$ cat src/rtl/sr_feeder_pkg.sv
// Shared types and defaults for the shift-register input feeder.
// Defaults assume a 100 MHz CLK and a CLK/2^25 slow clock on the SR4RE.
package sr_feeder_pkg;

    localparam int DEF_DEBOUNCE_CYCLES = 1000000;
    localparam int DEF_HOLD_CYCLES     = 33554432;

    localparam int NUM_IN   = 3;
    localparam int IN_SHIFT = 0;
    localparam int IN_CLR   = 1;
    localparam int IN_DATA  = 2;

    typedef enum logic [1:0] {
        IDLE       = 2'd0,
        SHIFT_HOLD = 2'd1,
        CLR_HOLD   = 2'd2,
        GAP        = 2'd3
    } state_t;

endpackage

$ cat src/rtl/sr_input_feeder_debounce_edge.sv
// One conditioned board input: 2-flop synchronizer, debounce counter, and a
// registered 1-cycle rise pulse issued on the same edge the stable level flips.
module debounce_edge
    import sr_feeder_pkg::*;
#(
    parameter int DEBOUNCE_CYCLES = DEF_DEBOUNCE_CYCLES
) (
    input  logic CLK,
    input  logic R,
    input  logic din,
    output logic level,
    output logic rise
);

    localparam int CW = $clog2(DEBOUNCE_CYCLES + 1);

    logic          sync1;
    logic          sync2;
    logic [CW-1:0] cnt;

    always_ff @(posedge CLK or posedge R) begin
        if (R) begin
            sync1 <= 1'b0;
            sync2 <= 1'b0;
            cnt   <= '0;
            level <= 1'b0;
            rise  <= 1'b0;
        end else begin
            sync1 <= din;
            sync2 <= sync1;
            rise  <= 1'b0;
            // any cycle that agrees with the stable level restarts the count
            if (sync2 == level) begin
                cnt <= '0;
            end else if (cnt == CW'(DEBOUNCE_CYCLES - 1)) begin
                cnt   <= '0;
                level <= sync2;
                rise  <= sync2;
            end else begin
                cnt <= cnt + 1'b1;
            end
        end
    end

endmodule

$ cat src/rtl/sr_input_feeder.sv
// Conditions the shift/clear buttons and data switch, then issues SR_CE/SR_R
// strobes one slow-clock period long with a one-deep queue for early presses.
module sr_input_feeder
    import sr_feeder_pkg::*;
#(
    parameter int DEBOUNCE_CYCLES = DEF_DEBOUNCE_CYCLES,
    parameter int HOLD_CYCLES     = DEF_HOLD_CYCLES
) (
    input  logic CLK,
    input  logic R,
    input  logic BTN_SHIFT,
    input  logic BTN_CLR,
    input  logic SW_DATA,
    output logic SR_CE,
    output logic SR_SLI,
    output logic SR_R,
    output logic PENDING
);

    localparam int HW = $clog2(HOLD_CYCLES + 1);

    logic [NUM_IN-1:0] raw;
    logic [NUM_IN-1:0] lvl;
    logic [NUM_IN-1:0] rise;
    logic              unused_in;

    assign raw       = {SW_DATA, BTN_CLR, BTN_SHIFT};
    assign unused_in = ^{lvl[IN_CLR], lvl[IN_SHIFT], rise[IN_DATA]};

    for (genvar i = 0; i < NUM_IN; i++) begin : g_in
        debounce_edge #(.DEBOUNCE_CYCLES(DEBOUNCE_CYCLES)) u_deb (
            .CLK  (CLK),
            .R    (R),
            .din  (raw[i]),
            .level(lvl[i]),
            .rise (rise[i])
        );
    end

    logic shift_rise, clr_rise, data_lvl;
    assign shift_rise = rise[IN_SHIFT];
    assign clr_rise   = rise[IN_CLR];
    assign data_lvl   = lvl[IN_DATA];

    state_t        state_q, state_n;
    logic [HW-1:0] hold_q, hold_n;
    logic          pend_q, pend_n;
    logic          pbit_q, pbit_n;
    logic          clrq_q, clrq_n;
    logic          sli_q, sli_n;

    always_ff @(posedge CLK or posedge R) begin
        if (R) begin
            state_q <= IDLE;
            hold_q  <= '0;
            pend_q  <= 1'b0;
            pbit_q  <= 1'b0;
            clrq_q  <= 1'b0;
            sli_q   <= 1'b0;
        end else begin
            state_q <= state_n;
            hold_q  <= hold_n;
            pend_q  <= pend_n;
            pbit_q  <= pbit_n;
            clrq_q  <= clrq_n;
            sli_q   <= sli_n;
        end
    end

    always_comb begin
        state_n = state_q;
        hold_n  = hold_q;
        pend_n  = pend_q;
        pbit_n  = pbit_q;
        clrq_n  = clrq_q;
        sli_n   = sli_q;
        case (state_q)
            IDLE: begin
                hold_n = '0;
                if (clr_rise) begin
                    state_n = CLR_HOLD;
                end else if (shift_rise) begin
                    state_n = SHIFT_HOLD;
                    sli_n   = data_lvl;
                end
            end
            SHIFT_HOLD, CLR_HOLD: begin
                if (shift_rise && !pend_q) begin
                    pend_n = 1'b1;
                    pbit_n = data_lvl;
                end
                if (clr_rise && state_q == SHIFT_HOLD) clrq_n = 1'b1;
                if (hold_q == HW'(HOLD_CYCLES - 1)) begin
                    hold_n  = '0;
                    state_n = GAP;
                end else begin
                    hold_n = hold_q + 1'b1;
                end
            end
            GAP: begin
                hold_n = '0;
                // a queued clear wins and throws away any queued shift
                if (clrq_q || clr_rise) begin
                    state_n = CLR_HOLD;
                    clrq_n  = 1'b0;
                    pend_n  = 1'b0;
                end else if (pend_q || shift_rise) begin
                    state_n = SHIFT_HOLD;
                    pend_n  = 1'b0;
                    sli_n   = pend_q ? pbit_q : data_lvl;
                end else begin
                    state_n = IDLE;
                end
            end
            default: state_n = IDLE;
        endcase
    end

    assign SR_CE   = (state_q == SHIFT_HOLD);
    assign SR_R    = (state_q == CLR_HOLD);
    assign SR_SLI  = sli_q;
    assign PENDING = pend_q;

endmodule

$ cat config.mk
export PLATFORM = sky130hd
export DESIGN_NAME = sr_input_feeder
export DESIGN_NICKNAME = d
export VERILOG_FILES = /design/src/rtl/sr_feeder_pkg.sv /design/src/rtl/sr_input_feeder_debounce_edge.sv /design/src/rtl/sr_input_feeder.sv
export SDC_FILE = /design/constraint.sdc
export NUM_CORES = 1
export LEC_CHECK = 0
export ABC_CLOCK_PERIOD_IN_PS = 2800
export CORE_MARGIN = 2
export CORE_UTILIZATION = 45
export DETAILED_ROUTE_END_ITERATION = 10
export DONT_BUFFER_PORTS = 1
export PLACE_DENSITY = 0.64
export SYNTH_ARGS = -nofsm -noshare
export SYNTH_HDL_FRONTEND = slang
export SYNTH_SLANG_ARGS = --single-unit
$ cat constraint.sdc
create_clock -name CLK -period 2.8 [get_ports CLK]
set_input_delay 0.28 -clock CLK [delete_from_list [all_inputs] [get_ports CLK]]
set_output_delay 0.28 -clock CLK [all_outputs]
set_load 0.02 [all_outputs]
Yosys cells after proc, flatten, opt, wreduce, memory -nomap -nowiden:

Cells that the tools add are included.

* bits in registers: 103
* output and inout bits: 4
* input bits: 5
* word-level logic and storage cells: 96

* equal/unequal tests: 20
* add/subtract/negate cells: 4
* reductions and logical operators: 18
* bitwise operators: 3
* mux-type cells: 31

Operators with widths (number)
* 2-to-1 mux 20 bit: 6
* adder 20 x 1 -> 20 bit, second input constant: 3
* == test 20 bit, second input constant: 3
* case mux 26 bit (2 select lines): 1
* adder 26 x 1 -> 26 bit, second input constant: 1
* == test 26 x 25 -> 1 bit, second input constant: 1
* 2-to-1 mux 26 bit: 1
* 2-to-1 mux 1 bit: 15
* inequality test 2 bit, second input constant: 7
* AND reduction 2 bit: 5
* 2-to-1 mux 2 bit: 4
* case mux 1 bit (2 select lines): 3
* case mux 2 bit (3 select lines): 1
* AND reduction 3 bit: 2
* AND reduction 5 bit: 1
* == test 2 bit, second input constant: 2
* nonzero test 2 bit: 2
* OR reduction 2 bit: 2
* == test 1 bit: 3
* inequality test 3 x 1 -> 1 bit, second input constant: 1
* inequality test 3 bit, second input constant: 1
* NOT 1 bit: 3
* == test 2 x 1 -> 1 bit, second input constant: 1
* logical AND 1 bit: 2
* other kinds (4): 5

Depth between registers and ports, before layout:

Gate-level depths: netlist (run 1).

* depth after elaboration: 4
* gate-level depth with buffers: 7
* depth with buffers taken out: 6

Cells and area by module:

A second synthesis (run 1) with hierarchy kept.

* cells, all modules: 514
* area, all modules: 5293.8 um2

By module, submodules not included
* debounce_edge at g_in[0].u_deb ...: instances 2, cells an instance 108, area each 1188.6 um2
* sr_input_feeder: instances 1, cells an instance 188, area each 1770.4 um2
* debounce_edge at g_in[1].u_deb: instances 1, cells an instance 110, area each 1146.1 um2

Least setup slack after synthesis (run 1):

OpenSTA, ideal clock, no wires.

* kind: flip-flop to flip-flop
* from: register hold_q[0]
* to: register hold_q[20]
* required time: 2.723 ns
* cell stages (with the launch flop): 7
* arrival time: 1.978 ns
* path buffers: 1
* period minus slack after synthesis: 2.055 ns
* path slack: 0.745 ns
* cells stage by stage: dfrtp_1 > ha_1 > nand4_2 > or4b_4 > buf_2 > or3_1 > a21oi_1

* longest elaborated chain between the ends: 3
* elaborated cells on any way between the ends: 4

Ends and longest elaborated chain
* from (decl): RTL line sr_input_feeder.sv:46 `logic [HW-1:0] hold_q, hold_n;`
* from (signal assigned): RTL line sr_input_feeder.sv:62 `hold_q <= hold_n;`
* adder 26 x 1 -> 26 bit or == test 26 x 25 -> 1 bit (tied branches): RTL line sr_input_feeder.sv:97, sr_input_feeder.sv:93
* 2-to-1 mux 26 bit (*): RTL line sr_input_feeder.sv:93 `if (hold_q == HW'(HOLD_CYCLES - 1)) begin`
* case mux 26 bit (2 select lines) (*): RTL line sr_input_feeder.sv:77 `case (state_q)`
* net hold_n[20]: RTL line sr_input_feeder.sv:46

Mark *: on every way through the listed nets, which the timed path passes. The rest lies on a longest branch.
A chain may end at the register's enable or synchronous reset.

Worst setup path after layout (run 1):

* from: register hold_q[0]
* to: register hold_q[24]

The elaborated chain is that of the path after synthesis.

==> results of run 1 <==
## metal layers
| metal | vias to the layer above | part of all wire | GRT usage |
|---|---|---|---|
| met2 | 36 | 0.48 | 0.283 |
| met5 | - | 0 | 0 |
| met1 | 1840 | 0.48 | 0.212 |
| met4 | 0 | 0.015 | 0.0567 |
| li1 | 1877 | - | - |
| met3 | 9 | 0.034 | 0.0558 |
## cells in the final DEF, fill, tap and decap left out, types with 7 or more instances in the layout
master and instances:
ha_1 9, xnor2_1 24, mux2_2 7, or4_1 20
nand4_1 20, nor3_1 10, or3_1 18, o21ai_0 22
nor4_1 7, inv_1 21, o31ai_1 15, clkbuf_16 9
nand3_1 28, a21oi_1 34, and4_1 8, xor2_1 23
nand2_1 28, nor2_1 63, dfrtp_1 103
## cell type report
| cell class | count | area share |
|---|---|---|
| clock buffers | 10 | 0.0423 |
| inverters | 22 | 0.0153 |
| repair buffers | 11 | 0.0186 |
| multi-input cells | 380 | 0.424 |
| flip-flops and latches | 103 | 0.456 |
| clock inverters | 6 | 0.0133 |
| well taps | 140 | 0.0310 |
## sequential cells by signal (all words and copies together), names as in the netlist
register          count
g_in.u_deb.cnt       60
hold_q               26
g_in.u_deb.level      3
g_in.u_deb.sync1      3
g_in.u_deb.sync2      3
g_in.u_deb.rise       2
state_q               2
PENDING               1
SR_SLI                1
clrq_q                1
pbit_q                1
## how the worst min path moves through the flow
stage / slack [ns] / start / cells after the start / end
after global placement: 0.31 / R / 1 / g_in[0].u_deb.sync1
final: 0.35 / g_in[0].u_deb.sync1 / 0 / g_in[0].u_deb.sync2
after detailed placement: 0.31 / BTN_CLR / 0 / g_in[1].u_deb.sync1
after CTS: 0.35 / g_in[0].u_deb.sync1 / 0 / g_in[0].u_deb.sync2
after floorplan: 0.31 / BTN_SHIFT / 0 / g_in[0].u_deb.sync1
after global routing: 0.36 / g_in[2].u_deb.sync1 / 0 / g_in[2].u_deb.sync2
## worst max-delay path: stages (launching register included)
cell	delay [ns]
dfrtp_1	0.39
ha_1	0.23
nand4_2	0.22
or4b_4	0.69
or4_1	0.49
a21oi_1	0.15
## power groups by stage
stage | sequential [W] | clock (W) | combinational, W
after floorplan | 0.00154 | 0 | 0.0000552
after global placement | 0.00154 | 0 | 0.0000773
after detailed placement | 0.00155 | 0 | 0.0000784
after CTS | 0.00152 | 0.00137 | 0.0000837
after global routing | 0.00152 | 0.00143 | 0.0000949
final | 0.00152 | 0.00132 | 0.0000792
## cell usage after synthesis, types with 2 or more instances
master / number
or4_1: 20
nor3_1: 10
nand2b_1: 4
and4_1: 8
nand4_1: 20
or3_1: 18
clkbuf_1: 7
dfrtp_1: 103
or2_2: 3
nand3_1: 28
o211ai_1: 2
nor2b_1: 2
nor4_1: 7
inv_1: 22
o21ai_0: 22
ha_1: 9
and2_1: 5
or4b_1: 2
a21oi_1: 34
nand2_1: 28
nor2_1: 63
xor2_1: 23
o21ai_1: 2
and3_1: 4
o31ai_1: 15
buf_2: 10
mux2_2: 7
xnor2_1: 24
## cells by family (layout without fill, tap and decap cells)
group           Yosys count  in the layout  share of synthesized area
compound gates           84             84                     0.0987
xor+xnor                 47             47                     0.0802
fa+ha+maj                 9              9                     0.0219
buf+inv                  39             49                     0.0310
flops                   103            103                      0.502
mux                       8              8                     0.0173
simple gates            232            232                      0.249
## stage by stage
| stage | util | cells | total power (W) |
|---|---|---|---|
| after floorplan | - | 522 | 0.00160 |
| after global placement | 0.483 | 652 | 0.00162 |
| after detailed placement | 0.483 | 652 | 0.00162 |
| after CTS | 0.515 | 672 | 0.00297 |
| after global routing | 0.515 | 672 | 0.00305 |
| final | 0.515 | 672 | 0.00292 |
## what timing repair did
| item | in CTS | in global routing |
|---|---|---|
| hold buffers | 4 | 0 |
| buffers inserted | 0 | 0 |
| hold endpoints to repair | 35 | 0 |
==> results.json, run 1 <==
{
  "run_status": "finished clean",
  "maxClockFrequency_ghz": 0.448,
  "synthCells": 522,
  "synth-seq-cells": 103,
  "netlist-cell-type-count": 48,
  "maxSlewHeadroom": 0.475,
  "final_antenna_net_count": 0,
  "critPathCapture": "hold_q[24]",
  "n_fill_cell": 992,
  "clock_tree_from_tritoncts": "built",
  "design.die.area_um2": 12300,
  "rsz_0062_raised_after_global_routing": "false",
  "rr_endpoint": "hold_q[24]",
  "setup_tns_ns": 0,
  "seq_power_share": 0.520,
  "power_frac_comb": 0.027,
  "detail_route.vias_per_cell": 5.60,
  "dieHeight_um": 111,
  "cts-root-to-sink-buffers": 2,
  "worst_slack_ns": 0.566,
  "worst-r2r-setup-slack_ns": 0.57,
  "grt_pass1_vias": 3871,
  "clock-root-buffer": "clkbuf_16",
  "drt_iter0_markers": 181,
  "syn-num-nets": 536,
  "antenna_cells_inserted": 0,
  "crit_path_start": "hold_q[0]",
  "smallest_hold_slack_ns": 0.351,
  "pin_slew_with_the_least_headroom_to_its_limit_ns": 0.788,
  "period_share": 0.798,
  "worstSetupEndpointType": "flip-flop",
  "slew_viol_final": 0,
  "critPathLaunchType": "flip-flop",
  "seqCellArea_um2": 2580,
  "grt_max_degree": 47,
  "synth_seq_area_share": 0.502,
  "dpl-instance-area_um2": 5300,
  "critical_path_rt_ns": 3.08,
  "power_frac_clock": 0.453,
  "final_layout_size_suffix_gt1_frac": 0.0808,
  "reg2reg_from": "hold_q[0]",
  "final_hold_viol_count": 0,
  "multiInputGateArea_um2": 2400,
  "syn_avg_cell_area_um2": 9.83,
  "synth-main-ff-cell": "dfrtp_1",
  "synth.top_cell.area_share": 0.502,
  "core-area_um2": 11000,
  "power_switching_w": 0.000659,
  "dr.pass1.iters": 4,
  "place_worst_setup_slack_ns": 0.577,
  "number_of_antenna_violations_at_the_first_check_in_global_routing": 0,
  "start_util": 0.467,
  "finalWeightedCongestion": 0.786,
  "max_cap_violations": 0,
  "drc": 0,
  "timing.final.setup_violations": 0,
  "synth_enable_flop_cells": 0,
  "biggest_area_consumer_among_synthesized_cells": "dfrtp_1",
  "clock_insertion_delay_worst_skew_ns": 0.35,
  "switching_share": 0.226,
  "synth-warning-count": 0,
  "worstPathArrival_ns": 2.52,
  "cts_buffers": 9,
  "worst_r2r_path_depth": 5,
  "min-delay-path-class": "flip-flop to flip-flop",
  "period_minus_slack_ns": 2.23,
  "total_leakage_power_nw": 2.23,
  "grt_first_pass_wirelength_um": 17400,
  "gr-total-overflow": 0,
  "cellInternalPower_w": 0.00226,
  "syn_to_final_growth_pct": 10.2,
  "synthesis.area_um2": 5130,
  "fin_skew_ns": 0.00734,
  "path_max_fanout": 13,
  "num-nets-final": 541,
  "dp_hpwl_um": 6280,
  "clock_tree.htree_level_count": 3,
  "pd_cells_nw_per_um2": 516,
  "async_flop_share": 1.00,
  "num_io_pins": 9,
  "detailroute.via_count": 3762,
  "die_w_um": 111,
  "wl_per_cell_um": 13.9,
  "max-vdd-ir-drop_mv": 0.519,
  "cts.repair.resized": 0,
  "rows": 38,
  "final_area_um2": 5650,
  "netlist_top_cells_area": "dfrtp_1 (50%), nor2_1 (4.6%), xnor2_1 (4.1%)",
  "io_buffer_count": 0,
  "cts_sinks": 103,
  "wl_um": 9350,
  "setup.worst_path.class": "flip-flop to flip-flop",
  "groute.usage.overall": 0.171,
  "cts.clk_slew.worst_paths_ns": 0.07
}
Power figures use the tool's default switching activity.
==> inputs of run 2 (changes only) <==
Settings changed: ABC_CLOCK_PERIOD_IN_PS 2800 to 2100, PLACE_DENSITY 0.64 to 0.62.
Clock period 2.8 ns to 2.1 ns, I/O delays scaled along.
==> results.json, run 2 (same netlist as run 1, synthesis figures left out) <==
{
  "dr.pass1.iters": 4,
  "timing.final.setup_violations": 0,
  "groute.usage.overall": 0.166,
  "critPathLaunchType": "flip-flop",
  "gr-total-overflow": 0,
  "finalWeightedCongestion": 0.790,
  "maxSlewHeadroom": 0.650,
  "reg_top3": "g_in.u_deb.cnt: 60 flops, hold_q: 26 flops",
  "total_leakage_power_nw": 2.33,
  "num_io_pins": 9,
  "final_layout_size_suffix_gt1_frac": 0.116,
  "dpl-instance-area_um2": 5430,
  "cts-root-to-sink-buffers": 2,
  "switching_share": 0.218,
  "finish.utilization": 0.529,
  "power_frac_clock": 0.445,
  "max-vdd-ir-drop_mv": 0.491,
  "min-delay-path-class": "input port to asynchronous set/reset pin",
  "final_hold_viol_count": 0,
  "die_w_um": 111,
  "maxClockFrequency_ghz": 0.488,
  "start_util": 0.467,
  "wl_um": 9670,
  "wl_per_cell_um": 14.0,
  "cts_buffers": 9,
  "cts_sinks": 103,
  "drt_iter0_markers": 189,
  "largest_register": "g_in.u_deb.cnt",
  "n_fill_cell": 990,
  "finalNonFillerCells": 691,
  "max_cap_violations": 0,
  "clock_tree_from_tritoncts": "built",
  "grt_first_pass_wirelength_um": 17200,
  "power_frac_comb": 0.029,
  "detailroute.via_count": 3850,
  "io_buffer_count": 0,
  "pd_cells_nw_per_um2": 661,
  "power_switching_w": 0.000837,
  "worstSetupEndpointType": "flip-flop",
  "pin_slew_with_the_least_headroom_to_its_limit_ns": 0.526,
  "final_antenna_net_count": 0,
  "final_area_um2": 5810,
  "dieHeight_um": 111,
  "num-nets-final": 560,
  "path_max_fanout": 12,
  "period_minus_slack_ns": 2.05,
  "grt_pass1_vias": 3714,
  "slew_viol_final": 0,
  "clock_insertion_delay_worst_skew_ns": 0.34,
  "fin_skew_ns": 0.00810,
  "seq_power_share": 0.526,
  "clock_tree.htree_level_count": 3,
  "period_share": 0.976,
  "grt_max_degree": 89,
  "most-common-layout-cells": "dfrtp_1 (103), nor2_1 (62), a21oi_1 (33)",
  "layout_commonest_cell": "dfrtp_1",
  "post-layout-total-power_w": 0.00384,
  "core-area_um2": 11000,
  "rows": 38,
  "smallest_hold_slack_ns": 0.323,
  "cts.clk_slew.worst_paths_ns": 0.07,
  "design.die.area_um2": 12300,
  "worstPathArrival_ns": 2.27,
  "clock-root-buffer": "clkbuf_16",
  "syn_to_final_growth_pct": 13.3,
  "largest_register_ff_count": 60,
  "antenna_cells_inserted": 0,
  "number_of_antenna_violations_at_the_first_check_in_global_routing": 0,
  "dp_hpwl_um": 6430,
  "drc": 0,
  "run_status": "finished clean",
  "rsz_0062_raised_after_global_routing": "true",
  "setup.worst_path.class": "flip-flop to flip-flop",
  "cellInternalPower_w": 0.00301,
  "dpl.cell_count": 667,
  "detail_route.vias_per_cell": 5.57,
  "critical_path_rt_ns": 2.32
}
-- run 2: what timing repair did --
| item | CTS | global route |
|---|---|---|
| gates resized for setup | 0 | 3 |
| hold endpoints to repair | 18 | 0 |
| setup buffers | 0 | 3 |
| endpoints found under the setup margin | 0 | 28 |
| hold buffers | 4 | 0 |
-- run 2: path summary, 6_finish.rpt --
kind,startpoint,end,slack [ns],cells after the start
min,R,g_in[1].u_deb.cnt[0],0.32,2
min in group CLK,g_in[1].u_deb.sync1,g_in[1].u_deb.sync2,0.35,0
min reg2reg,g_in[1].u_deb.sync1,g_in[1].u_deb.sync2,0.35,0
max,g_in[2].u_deb.cnt[15],g_in[2].u_deb.cnt[18],0.05,5
max reg2reg,g_in[2].u_deb.cnt[15],g_in[2].u_deb.cnt[18],0.05,5
max in group asynchronous,R,hold_q[7],0.98,3
-- run 2: layout make-up --
type / instances / area (um^2) / area share
Sequential cell: 103 / 2580 / 0.443
Multi-Input combinational cell: 381 / 2420 / 0.416
Timing Repair Buffer: 29 / 253 / 0.0435
Clock buffer: 11 / 243 / 0.0417
Tap cell: 140 / 175 / 0.0301
Inverter: 22 / 86.3 / 0.0148
Clock inverter: 5 / 63.8 / 0.0110
-- run 2: per-layer routing --
metal | vias up | wire length [um] | track usage
met2 | 36 | 4530 | 0.263
met4 | 0 | 112 | 0.0508
met3 | 9 | 213 | 0.0361
met5 | - | 0 | 0
met1 | 1882 | 4820 | 0.229
li1 | 1923 | - | -
-- run 2: through the flow --
| stage | TNS, ns | setup slack [ns] |
|---|---|---|
| after CTS | 0 | 0.0211 |
| after global placement | 0 | 0.0973 |
| after global routing | -0.0515 | -0.0125 |
| after detailed placement | 0 | 0.0314 |
| after floorplan | 0 | 0.0449 |
| final | 0 | 0.0509 |
-- run 2: worst max-delay path: stages, from the launching register on --
cell     delay, ns
dfrtp_1       0.42
or4b_1        0.52
or4_4         0.53
o21ai_1       0.18
buf_4         0.22
a21oi_1       0.06
-- run 2: power groups by stage --
stage               sequential [W]  combinational, W  clock, W
floorplan                  0.00206         0.0000736         0
global placement           0.00206          0.000107         0
detailed placement         0.00206          0.000110         0
CTS                        0.00202          0.000117   0.00176
global route               0.00202          0.000130   0.00184
finish                     0.00202          0.000111   0.00171
==> inputs of run 3 (changes only) <==
Settings changed: ABC_AREA set to 1.
==> results.json, run 3 <==
{
  "num-nets-final": 783,
  "pin_slew_with_the_least_headroom_to_its_limit_ns": 0.526,
  "die_w_um": 115,
  "synth_simple_gate_area_share": 0.356,
  "dpl.cell_count": 922,
  "finalWeightedCongestion": 0.891,
  "synth_enable_flop_cells": 0,
  "path_max_fanout": 13,
  "fin_skew_ns": 0.00589,
  "number_of_antenna_violations_at_the_first_check_in_global_routing": 0,
  "biggest_area_consumer_among_synthesized_cells": "dfrtp_1",
  "clock_insertion_delay_worst_skew_ns": 0.35,
  "largest_register_ff_count": 60,
  "rsz_0062_raised_after_global_routing": "false",
  "cts_sinks": 103,
  "final_layout_size_suffix_gt1_frac": 0.0413,
  "io_buffer_count": 0,
  "reg_top3": "g_in.u_deb.cnt: 60 flops, hold_q: 26 flops",
  "cts.repair.resized": 0,
  "gr-total-overflow": 0,
  "critical_path_rt_ns": 2.34,
  "synth-warning-count": 0,
  "async_flop_share": 1.00,
  "synthCells": 753,
  "detailroute.via_count": 4577,
  "cts_buffers": 9,
  "detail_route.vias_per_cell": 4.86,
  "rows": 40,
  "dieHeight_um": 115,
  "drc": 0,
  "drt_iter0_markers": 402,
  "post_synth_most_frequent_cells": "nor2_1 (182), nand2_1 (178), dfrtp_1 (103), inv_1 (89), nand3_1 (72)",
  "clock-root-buffer": "clkbuf_16",
  "final_area_um2": 6130,
  "timing.final.setup_violations": 0,
  "synth_seq_area_share": 0.463,
  "yosys.area_share.xor_xnor": 0.0582,
  "maxSlewHeadroom": 0.649,
  "place_worst_setup_slack_ns": 0.328,
  "synth-seq-cells": 103,
  "cts-root-to-sink-buffers": 2,
  "synthesis.area_um2": 5570,
  "synth_fa_ha_area_frac": 0.0202,
  "largest_family_of_logic_cells_by_synthesized_area": "simple AND/OR/NAND/NOR gates",
  "period_share": 0.843,
  "dp_hpwl_um": 8080,
  "dpl-instance-area_um2": 5800,
  "path_cells": "ha_1 -> inv_2 -> nor2_4 -> nand2_4 -> nor2_4 -> nand2_2 -> nand2_4 -> inv_1 -> nand2_1 -> nor2_1",
  "grt_first_pass_wirelength_um": 19900,
  "layout_commonest_cell": "nor2_1",
  "synth_compound_area_frac": 0.0342,
  "worst_slack_ns": 0.329,
  "largest_register": "g_in.u_deb.cnt",
  "netlist-cell-type-count": 29,
  "period_minus_slack_ns": 1.77,
  "grt_max_degree": 104,
  "total_leakage_power_nw": 2.70,
  "worstSetupEndpointType": "flip-flop",
  "core-area_um2": 12100,
  "grt_pass1_vias": 4315,
  "groute.usage.overall": 0.187,
  "synth-main-ff-cell": "dfrtp_1",
  "cts.clk_slew.worst_paths_ns": 0.06,
  "clock_tree_from_tritoncts": "built",
  "wl_per_cell_um": 11.7,
  "clock_tree.htree_level_count": 3,
  "synthMostInstantiatedCell": "nor2_1",
  "smallest_hold_slack_ns": 0.352,
  "num_io_pins": 9,
  "slew_viol_final": 0,
  "setup.worst_path.class": "flip-flop to flip-flop",
  "fraction_of_synthesized_area_in_multiplexers": 0.00180,
  "run_status": "finished clean",
  "setup_tns_ns": 0,
  "syn_avg_cell_area_um2": 7.39,
  "most-common-layout-cells": "nor2_1 (182), nand2_1 (178), dfrtp_1 (103)",
  "dr.pass1.iters": 5,
  "min-delay-path-class": "flip-flop to flip-flop",
  "netlist_top_cells_area": "dfrtp_1 (46%), nor2_1 (12%), nand2_1 (12%)",
  "worstPathArrival_ns": 2.01,
  "finalNonFillerCells": 942,
  "final_antenna_net_count": 0,
  "design.die.area_um2": 13300,
  "syn-num-nets": 767,
  "antenna_cells_inserted": 0,
  "max-vdd-ir-drop_mv": 0.367,
  "final_hold_viol_count": 0,
  "max_cap_violations": 0,
  "start_util": 0.462,
  "wl_um": 11000,
  "synth.top_cell.area_share": 0.463,
  "pd_cells_nw_per_um2": 619,
  "syn_to_final_growth_pct": 10.1,
  "timing.critical_path.slowest_stage_cell": "dfrtp_1",
  "critical-path-max-stage-delay_ns": 0.39,
  "maxClockFrequency_ghz": 0.565,
  "critPathLaunchType": "flip-flop"
}
## run 3: changes by cell type after synthesis, sizes merged, moves of 8 or more
| cell | previous run | this run |
|---|---|---|
| nand3 | 29 | 73 |
| buf | 10 | 1 |
| or3 | 18 | 0 |
| nand2 | 28 | 182 |
| a21oi | 35 | 18 |
| xnor2 | 24 | 13 |
| inv | 22 | 91 |
| or4 | 21 | 0 |
| nor2 | 63 | 188 |
| nand4 | 22 | 10 |
| o21ai | 24 | 11 |
| o31ai | 16 | 1 |
| and4 | 8 | 0 |
## run 3: what timing repair did
item                                   CTS  global route
hold buffers                             4             0
setup buffers                            0             0
endpoints found under the hold margin  106             0
## run 3: logic make-up (layout without fill, tap and decap cells)
family | Yosys count | count (layout)
AND/OR/NAND/NOR | 474 | 474
flip-flops | 103 | 103
buffers and inverters | 94 | 115
XOR/XNOR | 37 | 37
AO/OA/AOI/OAI | 35 | 35
adder cells (fa/ha/maj) | 9 | 9
multiplexers | 1 | 1
## run 3: cell type report
class                           count  area [um^2]
Tap cell                          168          210
Multi-Input combinational cell    556         2620
Fill cell                        1177         5930
Clock buffer                       13          250
Clock inverter                      3         42.5
Timing Repair Buffer                8         82.6
Inverter                           91          345
Sequential cell                   103         2580
## run 3: power breakdown
group	total (W)	leakage [nW]	internal (W)	switching [W]
clock network	0.00167	0.140	0.000956	0.000715
registers	0.00202	1.42	0.00200	0.0000129
logic	0.000107	1.15	0.0000318	0.0000747
## run 3: per-stage QoR
step,power (W),util
6_report,0.00379,0.508
5_1_grt,0.00396,0.508
4_1_cts,0.00386,0.508
3_5_place_dp,0.00216,0.481
3_3_place_gp,0.00216,0.481
2_1_floorplan,0.00213,-
## run 3: critical path: cells and delay by family (launching register included)
family        cells  cell delay (ns)
simple gates      7             0.75
fa+ha+maj         1             0.30
flops             1             0.39
buf+inv           2             0.21
## run 3: path summary, 6_finish.rpt
check	startpoint	end	slack [ns]	cells after the start
setup / recovery	hold_q[0]	hold_q[15]	0.33	10
hold / removal	g_in[0].u_deb.sync1	g_in[0].u_deb.sync2	0.35	0
setup reg to reg	hold_q[0]	hold_q[15]	0.33	10
hold reg to reg	g_in[0].u_deb.sync1	g_in[0].u_deb.sync2	0.35	0
max in group asynchronous	R	g_in[2].u_deb.cnt[7]	1.21	3
min in group asynchronous	R	g_in[0].u_deb.cnt[10]	0.48	3
## run 3: layer usage
metal / vias to the layer above / track usage / routed length, um
met3: 12 / 0.0496 / 407
met5: - / 0 / 0
met4: 0 / 0.0450 / 122
li1: 2380 / - / -
met1: 2115 / 0.257 / 5450
met2: 70 / 0.297 / 5060
